### src/rtl/ex_stage.sv
// Execute stage: operand forwarding, load-use bubble insertion, add/sub ALU and
// the EX/MEM pipeline register feeding data memory and write-back.
`timescale 1ns/1ps
module ex_stage #(
  parameter int DATA_W = 8,
  parameter int REG_AW = 3,
  parameter int CNT_W  = 8
) (
  input  logic              clk2,
  input  logic              rst,
  input  logic              id_valid,
  input  logic [DATA_W-1:0] id_a,
  input  logic [DATA_W-1:0] id_b,
  input  logic [DATA_W-1:0] id_imm,
  input  logic [REG_AW-1:0] id_rs,
  input  logic [REG_AW-1:0] id_rt,
  input  logic [REG_AW-1:0] id_rd,
  input  logic              id_alusrc,
  input  logic              id_alufn,
  input  logic              id_memwrite,
  input  logic              id_memread,
  input  logic              id_memtoreg,
  input  logic              id_regwrite,
  input  logic              stall,
  input  logic              flush,
  input  logic              wb_regwrite,
  input  logic [REG_AW-1:0] wb_rd,
  input  logic [DATA_W-1:0] wb_data,
  output logic              hazard_stall,
  output logic              mem_valid,
  output logic [DATA_W-1:0] mem_alu,
  output logic [DATA_W-1:0] mem_store,
  output logic [REG_AW-1:0] mem_rd,
  output logic              mem_zero,
  output logic              mem_carry,
  output logic              mem_memwrite,
  output logic              mem_memread,
  output logic              mem_memtoreg,
  output logic              mem_regwrite,
  output logic [CNT_W-1:0]  bubble_cnt
);

  logic              mem_fwd_ok;
  logic              wb_fwd_ok;
  logic [DATA_W-1:0] fwd_a;
  logic [DATA_W-1:0] fwd_b;
  logic [DATA_W-1:0] op_b;
  logic [DATA_W-1:0] op_b_alu;
  logic [DATA_W:0]   sum9;
  logic [DATA_W-1:0] alu_res;
  logic              insert_bubble;
  logic              capture;

  // A load sitting in EX/MEM holds an address in mem_alu, so it is never a source.
  assign mem_fwd_ok = mem_valid & mem_regwrite & ~mem_memread & (mem_rd != '0);
  assign wb_fwd_ok  = wb_regwrite & (wb_rd != '0);

  // NOTE: every variable written here gets a default first, so no path can infer a latch.
  always_comb begin
    fwd_a = id_a;
    if (mem_fwd_ok && (mem_rd == id_rs))      fwd_a = mem_alu;
    else if (wb_fwd_ok && (wb_rd == id_rs))   fwd_a = wb_data;

    fwd_b = id_b;
    if (mem_fwd_ok && (mem_rd == id_rt))      fwd_b = mem_alu;
    else if (wb_fwd_ok && (wb_rd == id_rt))   fwd_b = wb_data;

    op_b     = id_alusrc ? id_imm : fwd_b;
    op_b_alu = id_alufn ? ~op_b : op_b;
    sum9     = {1'b0, fwd_a} + {1'b0, op_b_alu} + {{DATA_W{1'b0}}, id_alufn};
    alu_res  = sum9[DATA_W-1:0];
  end

  // rt only matters when it feeds the ALU or supplies store data.
  assign hazard_stall = id_valid & mem_valid & mem_memread & mem_regwrite & (mem_rd != '0) &
                        ((mem_rd == id_rs) |
                         ((mem_rd == id_rt) & (~id_alusrc | id_memwrite)));

  assign insert_bubble = flush | (~stall & (hazard_stall | ~id_valid));
  assign capture       = ~flush & ~stall & ~hazard_stall & id_valid;

  // NOTE: sequential state is assigned with <= so every register samples pre-edge values.
  always_ff @(posedge clk2 or posedge rst) begin
    if (rst) begin
      mem_valid    <= 1'b0;
      mem_memwrite <= 1'b0;
      mem_memread  <= 1'b0;
      mem_memtoreg <= 1'b0;
      mem_regwrite <= 1'b0;
    end else if (insert_bubble) begin
      mem_valid    <= 1'b0;
      mem_memwrite <= 1'b0;
      mem_memread  <= 1'b0;
      mem_memtoreg <= 1'b0;
      mem_regwrite <= 1'b0;
    end else if (capture) begin
      mem_valid    <= 1'b1;
      mem_memwrite <= id_memwrite;
      mem_memread  <= id_memread;
      mem_memtoreg <= id_memtoreg;
      mem_regwrite <= id_regwrite;
    end
  end

  // Data fields only move on a real capture; a bubble leaves them stale.
  always_ff @(posedge clk2 or posedge rst) begin
    if (rst) begin
      mem_alu   <= '0;
      mem_store <= '0;
      mem_rd    <= '0;
      mem_zero  <= 1'b0;
      mem_carry <= 1'b0;
    end else if (capture) begin
      mem_alu   <= alu_res;
      mem_store <= fwd_b;
      mem_rd    <= id_rd;
      mem_zero  <= (alu_res == '0);
      mem_carry <= sum9[DATA_W];
    end
  end

  always_ff @(posedge clk2 or posedge rst) begin
    if (rst) begin
      bubble_cnt <= '0;
    end else if (~flush && ~stall && hazard_stall && (bubble_cnt != '1)) begin
      bubble_cnt <= bubble_cnt + 1'b1;
    end
  end

endmodule

### config.mk
export PLATFORM = sky130hd
export DESIGN_NAME = ex_stage
export DESIGN_NICKNAME = d
export VERILOG_FILES = /design/src/rtl/ex_stage.sv
export SDC_FILE = /design/constraint.sdc
export NUM_CORES = 1
export LEC_CHECK = 0
export CAP_MARGIN = 40
export CELL_PAD_IN_SITES_DETAIL_PLACEMENT = 1
export CELL_PAD_IN_SITES_GLOBAL_PLACEMENT = 2
export CORE_MARGIN = 1
export CORE_UTILIZATION = 25
export CTS_BUF_LIST = sky130_fd_sc_hd__clkbuf_4 sky130_fd_sc_hd__clkbuf_8
export CTS_CLUSTER_SIZE = 14
export DETAILED_ROUTE_END_ITERATION = 8
export PLACE_DENSITY = 0.89
export SETUP_SLACK_MARGIN = 0.5
export SYNTH_ARGS = -nofsm -noshare
export SYNTH_HDL_FRONTEND = slang
export SYNTH_SLANG_ARGS = --single-unit
### constraint.sdc
create_clock -name clk2 -period 5.3 [get_ports clk2]
set_input_delay 1.06 -clock clk2 [delete_from_list [all_inputs] [get_ports clk2]]
set_output_delay 1.06 -clock clk2 [all_outputs]
set_load 0.01 [all_outputs]
# Yosys cells after proc, flatten, opt, wreduce, memory -nomap -nowiden
# Cells that the tools add are included.
[totals] reg_bits=34 wordCells=71 ram_bits=0 latch_bits=0 out_inout_bits=35 mem_count=0 mem_bits_ro=0 input_bits=56
[op_classes] muxes=16 n_reduce_logical=11 n_eq_ne=5 shift=0 div_mod_pow=0 magnitude_cmp=0 n_bitwise=25 mul=0 add_sub_neg=3
[op_table] cell="$mux W8" n=6
[op_table] cell="$and A1 B1 Y1" n=14
[op_table] cell="$eq A3 B3 Y1" n=4
[op_table] cell="$mux W1" n=10
[op_table] cell="$add A8 B8 Y9" n=1
[op_table] cell="$add A9 B1 Y9" n=1
[op_table] cell="$add A8 B1 Y8 const B" n=1
[op_table] cell="$logic_not A8 Y1" n=1
[op_table] cell="$ne A8 B8 Y1 const B" n=1
[op_table] cell="$not A8 Y8" n=1
[op_table] cell="$logic_and A1 B1 Y1" n=7
[op_table] cell="$not A1 Y1" n=6
[op_table] cell="$reduce_bool A3 Y1" n=2
[op_table] cell="$or A1 B1 Y1" n=4
[op_table] cell="$reduce_bool A2 Y1" n=1

# Depth between registers and ports, before layout
# Gate-level depths: netlist of run 1.
[logic_depth] ltp_word=11 ltp_mapped=18 ltp_nobuf=17

# Worst setup path after synthesis of run 1
# Ideal clock, no wire load.
[synth_timing] kind="in2reg" startpoint="input wb_rd[1]" endpoint="register mem_zero" path_slack_ns=0.943 path_stages=18 t_arrival_ns=4.290 n_path_buf=1 setup_time_ns=0.067 required_ns=5.233 cell_sequence="or3b_1 a211o_1 and2_2 clkbuf_1 mux2i_1 a21oi_1 mux2i_1 xnor2_1 inv_1 fa_1 inv_1 a21oi_1 o21bai_1 a21oi_1 o21bai_1 xor2_1 nor4b_1 a32o_1"
[synth_via] elab_chain_len=11 elab_cells_between_ends=16 cone_classes="add/sub: 2; eq/ne: 2; mux: 6; bitwise: 2; reduce/logical: 4"
[synth_lines] element="start: declaration" line="27" source="input logic [REG_AW-1:0] wb_rd,"
[synth_lines] element="$reduce_bool A3 Y1" line="56" source="assign wb_fwd_ok = wb_regwrite & (wb_rd != '0);"
[synth_lines] element="$and A1 B1 Y1" line="56"
[synth_lines] element="$logic_and A1 B1 Y1" line="66" source="else if (wb_fwd_ok && (wb_rd == id_rt)) fwd_b = wb_data;"
[synth_lines] element="$mux W8" line="66"
[synth_lines] element="$mux W8" line="65" source="if (mem_fwd_ok && (mem_rd == id_rt)) fwd_b = mem_alu;"
[synth_lines] element="$mux W8" line="68" source="op_b = id_alusrc ? id_imm : fwd_b;"
[synth_lines] element="$not A8 Y8" line="69" source="op_b_alu = id_alufn ? ~op_b : op_b;"
[synth_lines] element="$mux W8" line="69"
[synth_lines] element="$add A8 B8 Y9 *" line="70" source="sum9 = {1'b0, fwd_a} + {1'b0, op_b_alu} + {{DATA_W{1'b0}}, id_alufn};"
[synth_lines] element="$add A9 B1 Y9 *" line="70"
[synth_lines] element="$logic_not A8 Y1 *" line="117" source="mem_zero <= (alu_res == '0);"
[synth_lines] element="end signal: assignment" line="117"
[synth_lines] element="end: declaration" line="34" source="output logic mem_zero,"
# Mark *: on every way between the ends. The rest lies on a longest branch, timed or not.
# A chain may end at the register's enable or synchronous reset.

# Final worst setup path of run 1
[layout_timing] startpoint="input wb_rd[2]" endpoint="register mem_zero"
# Same word-level chain as after synthesis.

==> summary.md, run 1 <==
| Metric | Value |
|---|---|
| Outcome | completed |
| Via count | 2,317 |
| Post-CTS Hold Fix Bufs | 0 |
| Crit Path Class | primary input to flip-flop |
| Worst r2r path cells | 15 |
| Post-layout util | 39.1% |
| Routed Antenna Nets | 0 |
| Synth Flop Type | dfrtp_1 |
| Worst setup EP type | flip-flop |
| Switching pwr | 312 uW |
| RSZ-0062 raised after global routing | no |
| Max-slew headroom at the worst pin | 58.9% |
| Sequential cell area | 851 sq um |
| CTS tree | built |
| GPL Wtd Cong | 0.919 |
| Total Routing Usage GR | 16.2% |
| Synthesis-to-finish area growth | 49.7% |
| Clk buf depth | 2 |
| Post-synth top area cell | dfrtp_1 |
| Drt total wl | 8040 microns |
| Number of synthesized flops with an enable pin | 0 |
| Post-Layout Cell Count | 502 |
| Cells after synthesis | 276 |
| Pin count of the biggest net entering global routing | 35 |
| Ports | 91 |
| Worst r2r dst | mem_zero |
| Crit share post-route | 87.1% |
| Critical Path AT | 4.84 ns |
| CTS H-tree lvls | 2 |
| Finish-stage setup viols | 0 |
| Distinct cells, synth | 46 |
| Ys async rst share | 100% |
| Number of global-route vias before repair | 2,510 |
| Slew Viols, Final | 0 |
| Hold crit path type | flip-flop to flip-flop |
| Highest Clock Rate | 0.217 GHz |
| Fill cell count | 1,134 |
| Reg2reg start | mem_rd[2] |
| Vias per inst | 4.62 |
| Placement row count | 35 |
| Hold Fails Final Rpt | 0 |
| Drt drc | 0 |
| Pre-antenna DRT Iters | 4 |
| Global route overflow | 0 |
| Min-delay src | mem_store[4] |
| Initial core utilization | 26.1% |
| Share of layout cells above drive strength 1 | 9.38% |
| Syn. warnings | 0 |
| Worst Hold Path Cells | 2 |
| Global-route wire length before repair | 12,800 microns |
| Largest fanout on the critical path | 7 |
| 1st-iter DRT viols | 46 |
| Worst Tran Pin Value | 0.612 ns |
| Yosys top cell area share | 34.8% |
| Seq/Total Area, Yosys | 34.8% |
| Initial antenna violation count | 0 |
| Die Wd | 101 microns |
| Footprint of the multi-input gates | 1550 sq um |
| Sw Ratio | 34.5% |
| Post-layout min period | 4.61 ns |
| Cell Area, Synth | 2450 sq um |
| Clk slew on worst S/H paths | 0.07 ns |
| # nets final | 437 |
| Antenna diode count | 0 |
| Clk_lat worst skew | 0.28 ns |
| DP Cell Count | 491 |
| Worst VDD drop | 0.0842 mV |
| Avg WL per Cell | 16.0 microns |
| Mapped Nets | 341 |
| Share of power burned in combinational logic | 40.4% |
| Dominant cells by area after synthesis | dfrtp_1 (35%), mux2i_1 (9.4%), nand2_1 (8.0%) |
| Clk pwr share | 22.6% |
| CTS Sinks | 34 |
| Seq cells post-synth | 34 |
| R2r setup slk | 1.55 ns |
| Mean post-synth cell area | 8.86 sq um |
| Core ar. | 9370 sq um |
| Setup Skew | 0.00393 ns |
| Pleak | 0.00164 uW |
| Reg power frac | 37.1% |
| Setup TNS | 0 ns |
| Detail Placement HPWL | 6310 microns |
| WHS Endpoint | mem_store[4] |
| PortBufs | 90 |
| Chip height | 101 microns |
| Max Cap Viol | 0 |
| Die footprint | 10,200 sq um |
| Power density cells | 247 nW/um^2 |
| Num CTS Buffers | 5 |
| Pint | 592 uW |
| CP startpoint kind | primary input |
| CTS Root Cell | clkbuf_8 |
| Worst Path Required | 5.53 ns |
how the worst max path moves through the flow:
stage	cells past startpoint	end	startpoint	slack, ns
after floorplan	18	mem_zero	wb_rd[1]	0.94
after global placement	18	mem_zero	wb_rd[1]	0.38
after detailed placement	18	mem_zero	wb_rd[1]	0.16
after CTS	18	mem_zero	wb_rd[1]	0.54
after global routing	18	mem_zero	wb_rd[0]	0.43
final	18	mem_zero	wb_rd[2]	0.69
cell type report:
| class | count | share of cell area [%] |
|---|---|---|
| Sequential cell | 34 | 23.2 |
| Timing Repair Buffer | 98 | 26.4 |
| Clock inverter | 2 | 0.342 |
| Tap cell | 129 | 4.41 |
| Multi-Input combinational cell | 223 | 42.4 |
| Inverter | 10 | 1.02 |
| Clock buffer | 6 | 2.25 |
placed cells by master, fill, tap and decap left out, types with 5 or more instances in the layout:
cell	instances
clkdlybuf4s50_1	88
nand2_1	52
dfrtp_1	34
nor2_1	23
mux2i_1	23
a21oi_1	22
xor2_1	15
xnor2_1	14
inv_1	9
o21ai_0	8
ha_1	8
buf_4	8
clkbuf_8	6
nand3_1	5
logic make-up (layout without fill, tap and decap cells):
| group | Yosys count | after routing | share of synthesized area (%) |
|---|---|---|---|
| flops | 34 | 34 | 34.8 |
| xor+xnor | 30 | 30 | 10.7 |
| mux | 24 | 24 | 9.87 |
| buf+inv | 19 | 116 | 2.92 |
| compound gates | 53 | 53 | 16.2 |
| simple gates | 107 | 107 | 20.6 |
| fa+ha+maj | 9 | 9 | 4.91 |
cell usage after synthesis, types with 2 or more instances:
cell type	count
nand4_1	4
nor2_1	23
xor2_1	16
a21o_1	2
o31ai_1	2
mux2i_1	23
dfrtp_1	34
o21bai_1	3
xnor2_1	14
or3_1	4
inv_1	9
or3b_1	2
o21ai_0	8
clkbuf_1	8
a22o_1	4
a21oi_1	23
ha_1	8
nand2_1	52
nand3_1	5
o31ai_4	2
nor3_1	5
stage by stage:
stage | area [sq um] | worst slack, ns | power, uW | hold WS (ns)
floorplan | 2450 | 0.943 | 516 | 0.514
global placement | 3520 | 0.376 | 684 | 0.459
detailed placement | 3520 | 0.164 | 692 | 0.464
CTS | 3610 | 0.542 | 901 | 0.482
global route | 3660 | 0.433 | 964 | 0.512
finish | 3660 | 0.686 | 904 | 0.480
sequential cells by signal, indices dropped and copies added (netlist names):
signal	count
mem_memtoreg	1
mem_memread	1
mem_rd	3
mem_memwrite	1
mem_regwrite	1
mem_zero	1
bubble_cnt	8
mem_carry	1
mem_alu	8
mem_store	8
mem_valid	1
power groups by stage:
stage | Sequential, uW | Combinational, uW | Clock [uW]
final | 335 | 365 | 204
after global routing | 342 | 398 | 224
after CTS | 336 | 353 | 212
after detailed placement | 341 | 351 | 0
after global placement | 340 | 344 | 0
after floorplan | 349 | 167 | 0
worst max-delay path, cell delays in order:
cell and delay, ns:
clkdlybuf4s50_1 0.51, or3b_1 0.37, a211o_1 0.30, and2_4 0.20
mux2i_1 0.14, a21oi_2 0.17, mux2i_1 0.10, xnor2_1 0.21
inv_1 0.09, fa_1 0.44, inv_1 0.07, a21oi_1 0.05
o21bai_1 0.20, buf_4 0.14, xnor2_1 0.13, nand4_1 0.20
nor4b_2 0.26, a32o_1 0.19
repair_timing:
action / 4_1_cts / 5_1_grt
hold endpoints to repair: 0 / 0
endpoints found under the setup margin: 1 / 3
gates resized for setup: 1 / 6
pin swaps: 1 / 3
setup buffers: 0 / 3
layer usage:
metal / global-route usage [%] / up-vias / routed length, microns / part of all wire [%]
met5: 0 / - / 0 / 0
met1: 19.5 / 1110 / 3530 / 44
met2: 30.1 / 49 / 4150 / 52
li1: - / 1150 / - / -
met3: 2.77 / 8 / 273 / 3.4
met4: 3.01 / 0 / 95 / 1.2
(Power assumes the default switching activity.)
==> run 2, diff against run 1 <==
--- a/config.mk
+++ b/config.mk
@@ -13,6 +13,7 @@
 export CTS_BUF_LIST = sky130_fd_sc_hd__clkbuf_4 sky130_fd_sc_hd__clkbuf_8
 export CTS_CLUSTER_SIZE = 14
 export DETAILED_ROUTE_END_ITERATION = 8
+export GPL_TIMING_DRIVEN = 0
 export PLACE_DENSITY = 0.89
 export SETUP_SLACK_MARGIN = 0.5
 export SYNTH_ARGS = -nofsm -noshare
==> run 2 against run 1 <==
Hold slack worse by 0.00073 ns. Utilization grew 1.5 points. Wire length rose by 1.7%. Clock power rose by 45%. Count of clock-buffer cells in the layout shrank 1. Die area did not move. Highest routed layer unchanged.
==> summary.md, run 2 (synthesis gave the netlist of run 1 again) <==
| Metric | Value |
|---|---|
| Dpl ws | -0.298 ns |
| Placement row count | 35 |
| Antenna diode count | 0 |
| Setup Skew | 0.0102 ns |
| Worst setup EP type | flip-flop |
| Biggest regs | bubble_cnt x8, mem_alu x8, mem_store x8 |
| Pleak | 0.00173 uW |
| Detail Placement HPWL | 6470 microns |
| Most common cell after layout, fill and taps aside | clkdlybuf4s50_1 |
| Crit Path Class | primary input to flip-flop |
| Total Routing Usage GR | 16.6% |
| Initial core utilization | 26.1% |
| Share of layout cells above drive strength 1 | 11.6% |
| Outcome | completed |
| Ports | 91 |
| Setup TNS | 0 ns |
| Most Crowded Layer GR | met2 |
| Core ar. | 9370 sq um |
| Clk_lat worst skew | 0.29 ns |
| CTS Sinks | 34 |
| Worst r2r dst | mem_zero |
| Worst Tran Pin Value | 0.780 ns |
| RSZ-0062 raised after global routing | no |
| CTS H-tree lvls | 2 |
| Clk slew on worst S/H paths | 0.08 ns |
| Via count | 2,434 |
| R2r setup slk | 1.37 ns |
| Largest fanout on the critical path | 7 |
| Routed Antenna Nets | 0 |
| Worst Setup EP | mem_zero |
| CTS Root Cell | clkbuf_8 |
| Slew Viols, Final | 0 |
| PortBufs | 89 |
| Power density cells | 266 nW/um^2 |
| Chip height | 101 microns |
| Global route overflow | 0 |
| Design area | 3800 sq um |
| Highest Clock Rate | 0.217 GHz |
| Reg2reg start | mem_rd[2] |
| Worst Path Required | 5.52 ns |
| CTS tree | built |
| 1st-iter DRT viols | 45 |
| Initial antenna violation count | 0 |
| Met1 usage in global routing | 19.9% |
| Pin count of the biggest net entering global routing | 35 |
| CP startpoint kind | primary input |
| Num CTS Buffers | 5 |
| Synthesis-to-finish area growth | 55.4% |
| Die footprint | 10,200 sq um |
| Met3 GRT Util | 2.98% |
| Post-CTS Hold Fix Bufs | 0 |
| Commonest cells after routing, fill and taps aside | clkdlybuf4s50_1 (82), nand2_1 (52), dfrtp_1 (34), nor2_1 (23) |
| Max-slew headroom at the worst pin | 47.9% |
| GPL Wtd Cong | 0.835 |
| Fill cell count | 1,116 |
| Worst VDD drop | 0.147 mV |
| Post-layout min period | 4.61 ns |
| Global-route wire length before repair | 13,000 microns |
| Hold crit path type | flip-flop to flip-flop |
| Drt drc | 0 |
| Avg WL per Cell | 15.8 microns |
| Die Wd | 101 microns |
| Drt total wl | 8180 microns |
| Pre-antenna DRT Iters | 4 |
| Crit share post-route | 86.9% |
| DP Area | 3500 sq um |
| Hold Fails Final Rpt | 0 |
| Vias per inst | 4.71 |
| Worst r2r path cells | 15 |
| Critical Path AT | 4.83 ns |
| Setup WS post-layout | 0.694 ns |
| Max Cap Viol | 0 |
| Number of global-route vias before repair | 2,515 |
| Critical path startpoint | wb_rd[1] |
| Clk buf depth | 2 |
| GR Layer Usage met2 | 30.8% |
| # nets final | 452 |
| Finish-stage setup viols | 0 |
-- run 2: cell count changes in the layout (fill, tap and decap cells not counted), sizes merged --
cell / previous run / this run
buf: 8 / 16
bufinv: 0 / 2
clkbuf: 6 / 13
clkdlybuf4s50: 88 / 82
clkinvlp: 1 / 0
dlygate4sd2: 0 / 2
dlymetal6s2s: 2 / 5
-- run 2: report_power, final --
group | leakage (uW) | internal (uW) | switching [uW]
logic | 0.00122 | 201 | 177
clock network | 0.0000683 | 189 | 107
registers | 0.000444 | 296 | 40.5
-- run 2: stage by stage --
step                      util (%)  hold WS, ns  power, uW  cells
final                         40.6        0.479       1010    517
after global routing          40.6        0.502       1070    517
after CTS                     39.8        0.485       1010    510
after detailed placement      37.4        0.465        693    495
after global placement        37.3        0.460        682    494
after floorplan                  -        0.514        516    276
-- run 2: area by class of cell --
| cell class | count | area (sq um) | share of cell area (%) |
|---|---|---|---|
| buffer | 9 | 43.8 | 1.15 |
| clock buffer | 5 | 68.8 | 1.81 |
| sequential | 34 | 851 | 22.4 |
| multi-input combinational | 223 | 1560 | 41.0 |
| inverter | 10 | 37.5 | 0.987 |
| tap | 129 | 161 | 4.25 |
| timing repair buffer | 104 | 1010 | 26.6 |
| clock inverter | 3 | 68.8 | 1.81 |
-- run 2: worst max-delay path, stage by stage --
cell and delay (ns):
dlygate4sd2_1 0.29, or3b_1 0.39, a211o_1 0.31, and2_2 0.18, clkbuf_8 0.17, mux2i_4 0.20, a21oi_2 0.16, mux2i_1 0.10
xnor2_1 0.22, inv_1 0.10, fa_2 0.37, inv_1 0.06, a21oi_1 0.06, o21bai_1 0.17, buf_4 0.14, xnor2_1 0.14
nand4_1 0.14, nor4b_2 0.36, a32o_1 0.20
-- run 2: routing by layer --
| metal | wire length, microns | vias up |
|---|---|---|
| met3 | 295 | 6 |
| met5 | 0 | - |
| li1 | - | 1183 |
| met2 | 4310 | 53 |
| met4 | 77 | 0 |
| met1 | 3500 | 1192 |
-- run 2: worst min path at each step --
stage                             from           end  slack, ns  cells after the start
final                     mem_store[3]  mem_store[3]       0.48                      2
after floorplan           mem_store[2]  mem_store[2]       0.51                      2
after global routing      mem_store[7]  mem_store[7]       0.50                      2
after global placement    mem_store[4]  mem_store[4]       0.46                      2
after CTS                 mem_store[3]  mem_store[3]       0.48                      2
after detailed placement  mem_store[3]  mem_store[3]       0.46                      2
-- run 2: timing repair --
action | CTS | global route
setup endpoints to repair | 4 | 5
hold endpoints to repair | 0 | 0
buffers inserted | 7 | 7
gates resized for setup | 10 | 7
pin swaps | 8 | 7
==> run 3, diff against run 2 <==
--- a/config.mk
+++ b/config.mk
@@ -16,6 +16,7 @@
 export GPL_TIMING_DRIVEN = 0
 export PLACE_DENSITY = 0.89
 export SETUP_SLACK_MARGIN = 0.5
+export SKIP_CTS_REPAIR_TIMING = 1
 export SYNTH_ARGS = -nofsm -noshare
 export SYNTH_HDL_FRONTEND = slang
 export SYNTH_SLANG_ARGS = --single-unit
==> run 3 against run 2 <==
Maximum frequency fell by 2.4%. Global-route usage fell by 0.34 points. Final area fell by 1.8%. Setup slack got worse by 0.11 ns. Critical path type unchanged.
==> summary.md, run 3 (synthesis gave the netlist of run 1 again) <==
| Metric | Value |
|---|---|
| Design area | 3730 sq um |
| Worst VDD drop | 0.148 mV |
| DP Cell Count | 495 |
| CP top delay family | compound AO/OA/AOI/OAI gates |
| Detail Placement HPWL | 6470 microns |
| Worst Tran Pin Value | 0.771 ns |
| Clk_lat worst skew | 0.29 ns |
| Setup TNS | 0 ns |
| Critical Path AT | 4.90 ns |
| Reg2reg start | mem_rd[2] |
| Critical path startpoint | id_rt[2] |
| Initial antenna violation count | 0 |
| Min-delay src | mem_store[3] |
| PortBufs | 89 |
| Placement row count | 35 |
| Drt total wl | 8080 microns |
| Chip height | 101 microns |
| Die footprint | 10,200 sq um |
| CP startpoint kind | primary input |
| CP max-delay cell | clkdlybuf4s50_1 |
| Share of layout cells above drive strength 1 | 9.23% |
| Max-slew headroom at the worst pin | 48.5% |
| Worst-path cell chain | clkdlybuf4s50_1, xor2_1, or3_1, and2_2, buf_6, mux2i_4, a21oi_2, mux2i_1, xnor2_1, inv_1, fa_2, inv_1, a21oi_1, o21bai_1, a21oi_1, o21bai_1, xor2_1, nor4b_2, a32o_1 |
| Finish-stage setup viols | 0 |
| Post-Layout Cell Count | 508 |
| CTS H-tree lvls | 2 |
| Die Wd | 101 microns |
| 1st-iter DRT viols | 51 |
| Commonest cells after routing, fill and taps aside | clkdlybuf4s50_1 (83), nand2_1 (52), dfrtp_1 (34), nor2_1 (23) |
| Synthesis-to-finish area growth | 52.5% |
| Crit Path Class | primary input to flip-flop |
| Ports | 91 |
| Clk buf depth | 2 |
| Tot Pwr | 999 uW |
| CTS Sinks | 34 |
| Biggest regs | bubble_cnt x8, mem_alu x8, mem_store x8 |
| Drt drc | 0 |
| Switching pwr | 323 uW |
| Share of power burned in combinational logic | 36.5% |
| GPL Wtd Cong | 0.835 |
| Clk pwr share | 29.8% |
| Highest Clock Rate | 0.212 GHz |
| Fill cell count | 1,121 |
| Slew Viols, Final | 0 |
| Worst setup EP type | flip-flop |
| Pre-antenna DRT Iters | 4 |
| Post-layout min period | 4.72 ns |
| Sw Ratio | 32.3% |
| Core ar. | 9370 sq um |
| Pin count of the biggest net entering global routing | 35 |
| Number of global-route vias before repair | 2,475 |
| Hold crit path type | flip-flop to flip-flop |
| Global-route wire length before repair | 12,800 microns |
| Outcome | completed |
| # nets final | 443 |
| RSZ-0062 raised after global routing | no |
| Routed Antenna Nets | 0 |
| CTS tree | built |
| Max Cap Viol | 0 |
| Power density cells | 268 nW/um^2 |
| Hold Fails Final Rpt | 0 |
| Avg WL per Cell | 15.9 microns |
| Reg power frac | 33.7% |
| Global route overflow | 0 |
| Initial core utilization | 26.1% |
| Num CTS Buffers | 5 |
| Worst path max stage delay | 0.45 ns |
| Buf/Inv on CP | 4 |
| CTS Root Cell | clkbuf_8 |
| Worst Path Required | 5.48 ns |
| Via count | 2,384 |
| Total Routing Usage GR | 16.2% |
| Setup Skew | 0.0105 ns |
| Largest fanout on the critical path | 7 |
| Most common cell after layout, fill and taps aside | clkdlybuf4s50_1 |
| Clk slew on worst S/H paths | 0.08 ns |
| Antenna diode count | 0 |
| Crit share post-route | 89.0% |
| Vias per inst | 4.69 |
| DP Area | 3500 sq um |
| Pint | 676 uW |
| Pleak | 0.00169 uW |
[run 3: cell types whose count changed in the layout (fill, tap and decap cells not counted), sizes merged]
cell	before	now
buf	16	8
dlygate4sd2	2	0
clkbuf	13	12
clkdlybuf4s50	82	83
dlymetal6s2s	5	6
[run 3: power groups by stage]
stage | logic (uW) | registers [uW] | clock network (uW)
finish | 365 | 337 | 297
global route | 397 | 344 | 313
CTS | 354 | 337 | 301
detailed placement | 352 | 342 | 0
global placement | 342 | 340 | 0
floorplan | 167 | 349 | 0
[run 3: final timing paths]
check	depth (start not counted)	slack, ns	end
max	19	0.58	mem_zero
min	2	0.48	mem_store[3]
max reg2reg	15	1.35	mem_zero
min reg2reg	2	0.48	mem_store[3]
max in group asynchronous	2	3.58	mem_regwrite
min in group asynchronous	2	1.23	mem_alu[4]
[run 3: final cells by class]
type | instances | area, sq um | share of cell area (%)
Buffer | 9 | 41.3 | 1.11
Clock buffer | 5 | 68.8 | 1.84
Clock inverter | 3 | 68.8 | 1.84
Inverter | 10 | 37.5 | 1.01
Multi-Input combinational cell | 223 | 1550 | 41.6
Sequential cell | 34 | 851 | 22.8
Tap cell | 129 | 161 | 4.33
Timing Repair Buffer | 95 | 948 | 25.4
[run 3: routing by layer]
metal  global-route usage (%)  part of all wire [%]
met2                     29.6                    52
met4                     3.79                  0.89
met3                     3.05                   3.3
met1                     19.7                    44
met5                        0                     0
[run 3: metrics by stage]
| stage | setup WS (ns) | utilization, % | hold slack [ns] |
|---|---|---|---|
| floorplan | 0.943 | - | 0.514 |
| global placement | -0.177 | 37.3 | 0.460 |
| detailed placement | -0.298 | 37.4 | 0.465 |
| CTS | -0.0174 | 38.9 | 0.485 |
| global route | 0.417 | 39.8 | 0.502 |
| finish | 0.582 | 39.8 | 0.479 |
[run 3: worst reg2reg max path, delay by kind of cell (launching register included)]
kind / cells / cell delay [ns]
AOI/OAI and AO/OA: 5 / 1.04
buffers and inverters: 2 / 0.44
adders and majority gates: 1 / 0.40
DFF: 1 / 0.46
and+or+nand+nor: 4 / 0.98
muxes: 1 / 0.11
xor gates and xnor gates: 2 / 0.41
